<file path="config.mk">
export PLATFORM = sky130hd
export DESIGN_NAME = pkt_flit_injector
export DESIGN_NICKNAME = d
export VERILOG_FILES = /design/src/rtl/pkt_flit_injector.sv
export SDC_FILE = /design/constraint.sdc
export NUM_CORES = 1
export LEC_CHECK = 0
export BUFFER_PORTS_ARGS = -buffer_cell sky130_fd_sc_hd__buf_2
export CORE_MARGIN = 4
export CORE_UTILIZATION = 53
export DETAILED_ROUTE_END_ITERATION = 12
export PLACE_DENSITY = 0.76
export SYNTH_ARGS = -nofsm -noshare
export SYNTH_HDL_FRONTEND = slang
export SYNTH_SLANG_ARGS = --single-unit
</file>
<file path="constraint.sdc">
create_clock -name clk -period 2.98 [get_ports clk]
set_clock_uncertainty 0.05 [all_clocks]
set_input_delay 0.149 -clock clk [delete_from_list [all_inputs] [get_ports clk]]
set_output_delay 0.149 -clock clk [all_outputs]
set_load 0.02 [all_outputs]
</file>
<file path="src/rtl/pkt_flit_injector.sv">
// pkt_flit_injector
//   Accepts one whole packet per valid/ready handshake from the node packet
//   queue. It serialises the packet into HEAD/BODY/TAIL (or HEADTAIL) flits and
//   sends them to the router local input port. Credit-based flow control
//   guarantees that the router has buffer space for every flit sent.
// Ports
//   clk, arst_n      clock, asynchronous active-low reset
//   pkt_valid/ready  packet handshake from the queue
//   pkt_dst_x/y      destination coordinates
//   pkt_len          payload flit count, clamped to MAX_FLITS
//   pkt_payload      payload word i at [i*DATA_W +: DATA_W]
//   flit_valid       a flit is transferred this cycle
//   flit_type        00 HEAD, 01 BODY, 10 TAIL, 11 HEADTAIL
//   flit_data        flit contents
//   credit_in        router freed one buffer slot
//   tx_pkt_cnt       count of fully injected packets (wraps)
//   err              sticky: credit overflow or oversize pkt_len
module pkt_flit_injector #(
  parameter  int SX        = 0,
  parameter  int SY        = 0,
  parameter  int COORD_W   = 4,
  parameter  int DATA_W    = 32,
  parameter  int MAX_FLITS = 4,
  parameter  int BUF_DEPTH = 4,
  localparam int LEN_W     = $clog2(MAX_FLITS + 1)
) (
  input  logic                          clk,
  input  logic                          arst_n,
  input  logic                          pkt_valid,
  output logic                          pkt_ready,
  input  logic [COORD_W-1:0]            pkt_dst_x,
  input  logic [COORD_W-1:0]            pkt_dst_y,
  input  logic [LEN_W-1:0]              pkt_len,
  input  logic [MAX_FLITS*DATA_W-1:0]   pkt_payload,
  output logic                          flit_valid,
  output logic [1:0]                    flit_type,
  output logic [DATA_W-1:0]             flit_data,
  input  logic                          credit_in,
  output logic [15:0]                   tx_pkt_cnt,
  output logic                          err
);

  localparam int CRD_W = $clog2(BUF_DEPTH + 1);

  if (DATA_W < 4*COORD_W + LEN_W) begin : g_width_check
    $error("pkt_flit_injector: DATA_W too small for head flit fields");
  end

  typedef enum logic [1:0] {S_IDLE, S_HEAD, S_BODY} state_t;

  state_t                        state;
  logic [COORD_W-1:0]            dst_x_q, dst_y_q;
  logic [LEN_W-1:0]              len_q;
  logic [LEN_W-1:0]              rem_q;    // payload flits still to send
  logic [MAX_FLITS*DATA_W-1:0]   pay_q;    // current payload word is always the low word
  logic [CRD_W-1:0]              credits;

  logic                          send, last, accept;
  logic [LEN_W-1:0]              len_clamp;
  logic [DATA_W-1:0]             head_data;

  assign send      = (state != S_IDLE) && (credits != '0);
  assign last      = send && (((state == S_HEAD) && (len_q == '0)) ||
                              ((state == S_BODY) && (rem_q == LEN_W'(1))));
  assign pkt_ready = (state == S_IDLE) || last;
  assign accept    = pkt_valid && pkt_ready;
  assign len_clamp = (pkt_len > LEN_W'(MAX_FLITS)) ? LEN_W'(MAX_FLITS) : pkt_len;
  assign flit_valid = send;

  always_comb begin
    head_data = '0;
    head_data[COORD_W-1:0]           = dst_x_q;
    head_data[2*COORD_W-1:COORD_W]   = dst_y_q;
    head_data[3*COORD_W-1:2*COORD_W] = COORD_W'(SX);
    head_data[4*COORD_W-1:3*COORD_W] = COORD_W'(SY);
    head_data[4*COORD_W +: LEN_W]    = len_q;
  end

  always_comb begin
    flit_type = 2'b00;
    flit_data = '0;
    if (send) begin
      if (state == S_HEAD) begin
        flit_type = (len_q == '0) ? 2'b11 : 2'b00;
        flit_data = head_data;
      end else begin
        flit_type = (rem_q == LEN_W'(1)) ? 2'b10 : 2'b01;
        flit_data = pay_q[DATA_W-1:0];
      end
    end
  end

  always_ff @(posedge clk or negedge arst_n) begin
    if (!arst_n) begin
      state      <= S_IDLE;
      dst_x_q    <= '0;
      dst_y_q    <= '0;
      len_q      <= '0;
      rem_q      <= '0;
      pay_q      <= '0;
      credits    <= CRD_W'(BUF_DEPTH);
      tx_pkt_cnt <= '0;
      err        <= 1'b0;
    end else begin
      unique case (state)
        S_IDLE: if (accept) state <= S_HEAD;
        S_HEAD: begin
          if (send) begin
            if (len_q == '0) state <= accept ? S_HEAD : S_IDLE;
            else             state <= S_BODY;
          end
        end
        S_BODY: begin
          if (send) begin
            if (rem_q == LEN_W'(1)) begin
              state <= accept ? S_HEAD : S_IDLE;
            end else begin
              rem_q <= rem_q - LEN_W'(1);
              pay_q <= pay_q >> DATA_W;
            end
          end
        end
        default: state <= S_IDLE;
      endcase

      // Accept only happens in IDLE or on a last flit, so it never collides
      // with the payload shift above.
      if (accept) begin
        dst_x_q <= pkt_dst_x;
        dst_y_q <= pkt_dst_y;
        len_q   <= len_clamp;
        rem_q   <= len_clamp;
        pay_q   <= pkt_payload;
        if (pkt_len > LEN_W'(MAX_FLITS)) err <= 1'b1;
      end

      if (send && !credit_in) begin
        credits <= credits - CRD_W'(1);
      end else if (credit_in && !send) begin
        if (credits == CRD_W'(BUF_DEPTH)) err <= 1'b1;
        else                              credits <= credits + CRD_W'(1);
      end

      if (last) tx_pkt_cnt <= tx_pkt_cnt + 16'd1;
    end
  end

endmodule
</file>
==> impl_metrics.csv <==
group,metric,value,unit
finish,final_cells,1198,
synth,synth_top_family_by_area,"compound AO/OA/AOI/OAI gates",
synth,synth_mux_area_frac,0.0217,
floorplanning,start_util,0.549,
finish,syn2layout_area_growth,40.4,%
placed_design,place_area,0.00883,mm^2
synth,synth_compound_area_frac,0.206,
drt,ant_nets,0,
clock_network,cts_sinks,164,
timing,rsz0062_at_grt,"false",
global_routing,antenna_found_initial,1,
critical_path,cp_slowest_cell,"dfrtp_1",
synth,netlist.area_leader.share,0.529,
synth,synth_area_leaders,"dfrtp_1 53%, a221o_1 12%, and2_1 7.8%",
drt,vias,7120,
synth,yosys.area_share.xor_xnor,0.0182,
timing,fin_crit,2820,ps
placed_design,io_buffer_count,195,
global_routing,grt_usage,0.291,
critical_path,arrival,2620,ps
drt,wl_per_cell,19.9,um
global_routing,grt_max_degree,99,
synth,syn_inst,697,
flow_run,cap_violations,0,
power_and_ir_drop,power.density,974,mW/mm^2
finish,drive_above_1_share,0.255,
synth,synth.yosys.warnings,0,
placed_design,dp.final_hpwl,15000,um
clock_network,path_clk_slew,60,ps
clock_network,cts_max_level,4,
synth,yosys.area.top_type,"dfrtp_1",
critical_path,crit_path_start_kind,"flop",
finish,finalNetCount,1152,
drt,drt_iter0_markers,662,
synth,synthSimpleGateAreaFrac,0.169,
timing,fin_crit_sh,0.947,
timing,slew_headroom,0.174,
finish,layout_common_cells,"194 x buf_2, 163 x dfrtp_1, 139 x dlygate4sd3_1, 96 x and2_1, 96 x a221o_1",
synth,ys_ff_latch,164,
clock_network,insertion_delay,420,ps
drt,first_pass_iters,6,
timing,setup_viol,0,
clock_network,cts_tree,"built",
finish,final_common_cell,"buf_2",
timing,maxSlewViolCount,0,
floorplanning,die_w,129,um
placed_design,placedCellCount,1025,
placed_design,gp_congestion,0.870,
drt,drc,0,
critical_path,crit_type,"reg2out",
floorplanning,die_y,129,um
timing,setup_tns,0,ps
synth,synthAdderAreaFrac,0.0107,
worst_hold_path,hp-class,"in2reg",
synth,ys_seq_area_frac,0.532,
power_and_ir_drop,peakVddDrop,573,uV
finish,fin_area,0.0108,mm^2
critical_path,path_max_fanout,30,
synth,avgSynthCellArea,11.1,um^2
clock_network,cts_inserted_buffers,17,
drt,vias_per_cell,5.94,
critical_path,cp_slowest_stage_delay,900,ps
clock_network,cts_root_buf,"clkbuf_16",
global_routing,grt_pass1_vias,7103,
critical_path,path_cells,"nand2b_1 -> nor2_1 -> nor3b_1 -> buf_2",
power_and_ir_drop,p_leak,0.00519,uW
drt,drt-total-wl,23800,um
synth,synth_nets,846,
floorplanning,io_pins,196,
critical_path,cp-end-kind,"output pin",
timing,fmax,354,MHz
global_routing,grt_overflow,0,
outcome,status,"finished, final reports clean",
timing,hold_viol,0,
floorplanning,rows,43,
timing,worst_pin_slew,1240,ps
synth,synth_cell_types,47,
synth,synth_area,0.00771,mm^2
floorplanning,die-area,0.0166,mm^2
critical_path,critPathRequiredTime,2780,ps
global_routing,grt_pass1_wl,38000,um
clock_network,clk_path_buf_depth,2,
floorplanning,core_region_area,0.0140,mm^2
==> power by group <==
part	total (uW)	internal (uW)	switching, uW
combinational	4370	1930	2440
sequential	3910	3200	712
clock	2270	1410	859
total	10600	6540	4020
==> kinds of logic (layout without fill, tap and decap cells) <==
kind of cell,count (synthesis),in the layout
multiplexers,15,15
buffers and inverters,69,387
AND/OR/NAND/NOR,231,231
AO/OA/AOI/OAI,196,196
adder cells (fa/ha/maj),6,6
other,0,3
XOR/XNOR,16,16
flip-flops,164,164
==> critical path, delay by kind of cell (launching register included) <==
kind                   cells  cell delay, ps
and+or+nand+nor            3            1070
DFF                        1             900
buffers and inverters      1             230
==> synthesized netlist by cell type (all sizes together) <==
| cell type | number |
|---|---|
| a211o | 1 |
| a211oi | 1 |
| a21boi | 1 |
| a21o | 1 |
| a21oi | 18 |
| a221o | 96 |
| a22oi | 1 |
| a311o | 1 |
| a31oi | 1 |
| a41oi | 1 |
| and2 | 96 |
| and3 | 21 |
| buf | 21 |
| clkbuf | 40 |
| dfrtp | 163 |
| dfstp | 1 |
| fa | 1 |
| ha | 5 |
| inv | 8 |
| mux2 | 14 |
| mux2i | 1 |
| nand2 | 62 |
| nand2b | 5 |
| nand3 | 5 |
| nand4 | 4 |
| nand4b | 1 |
| nor2 | 7 |
| nor2b | 5 |
| nor3 | 9 |
| nor3b | 3 |
| nor4 | 5 |
| nor4b | 4 |
| nor4bb | 1 |
| o211ai | 32 |
| o21ai | 40 |
| o31a | 1 |
| o32ai | 1 |
| or3 | 3 |
| xnor2 | 2 |
| xor2 | 14 |
==> path summary, 6_finish.rpt <==
| path | start | cells after the start | slack, ps | end |
|---|---|---|---|---|
| worst min-delay path | pkt_payload[102] | 3 | 30 | pay_q[102]$_DFFE_PN0P_ |
| worst max register to register | state[1]$_DFFE_PN0P_ | 4 | 260 | tx_pkt_cnt[1]$_DFFE_PN0P_ |
| worst min register to register | tx_pkt_cnt[15]$_DFFE_PN0P_ | 1 | 420 | tx_pkt_cnt[15]$_DFFE_PN0P_ |
| worst max-delay path | state[1]$_DFFE_PN0P_ | 4 | 160 | flit_type[0] |
| min in group asynchronous | arst_n | 2 | 260 | dst_x_q[0]$_DFFE_PN0N_ |
| max in group asynchronous | arst_n | 3 | 1690 | pay_q[106]$_DFFE_PN0P_ |
==> sequential cells by signal, indices dropped and copies added, names as in the netlist <==
name,cells
dst_x_q,4
rem_q,3
dst_y_q,4
credits,3
tx_pkt_cnt,16
len_q,3
err,1
pay_q,128
state,2
==> routing by layer <==
| metal | global-route usage | share of wire |
|---|---|---|
| met4 | 0.111 | 0.035 |
| met5 | 0 | 0 |
| met2 | 0.477 | 0.48 |
| met3 | 0.0436 | 0.062 |
| met1 | 0.395 | 0.42 |
==> metrics by stage <==
stage                      util  hold WS [ps]  total power, uW  setup slack [ps]
after CTS                 0.771          4.36            10500               229
final                     0.772          25.8            10600               157
after floorplan               -          -197             6780               266
after detailed placement  0.629           164             8050               386
after global placement    0.629           159             7830               453
after global routing      0.771          32.2            11200              66.6
==> area by class of cell <==
type                       count  area, um^2
inverter                       8        30.0
tap                          180         225
multi-input combinational    464        3310
timing repair buffer         348        2550
clock buffer                  21         450
sequential                   164        4110
antenna                        3        7.51
fill                         879        3210
clock inverter                10         156
==> what timing repair did <==
action                                 4_1_cts  5_1_grt
endpoints found under the hold margin      211        0
hold buffers                               139        0
buffers inserted                             0        0
resized for setup                            0        0
Note: power is estimated with default switching activity, not from simulation.
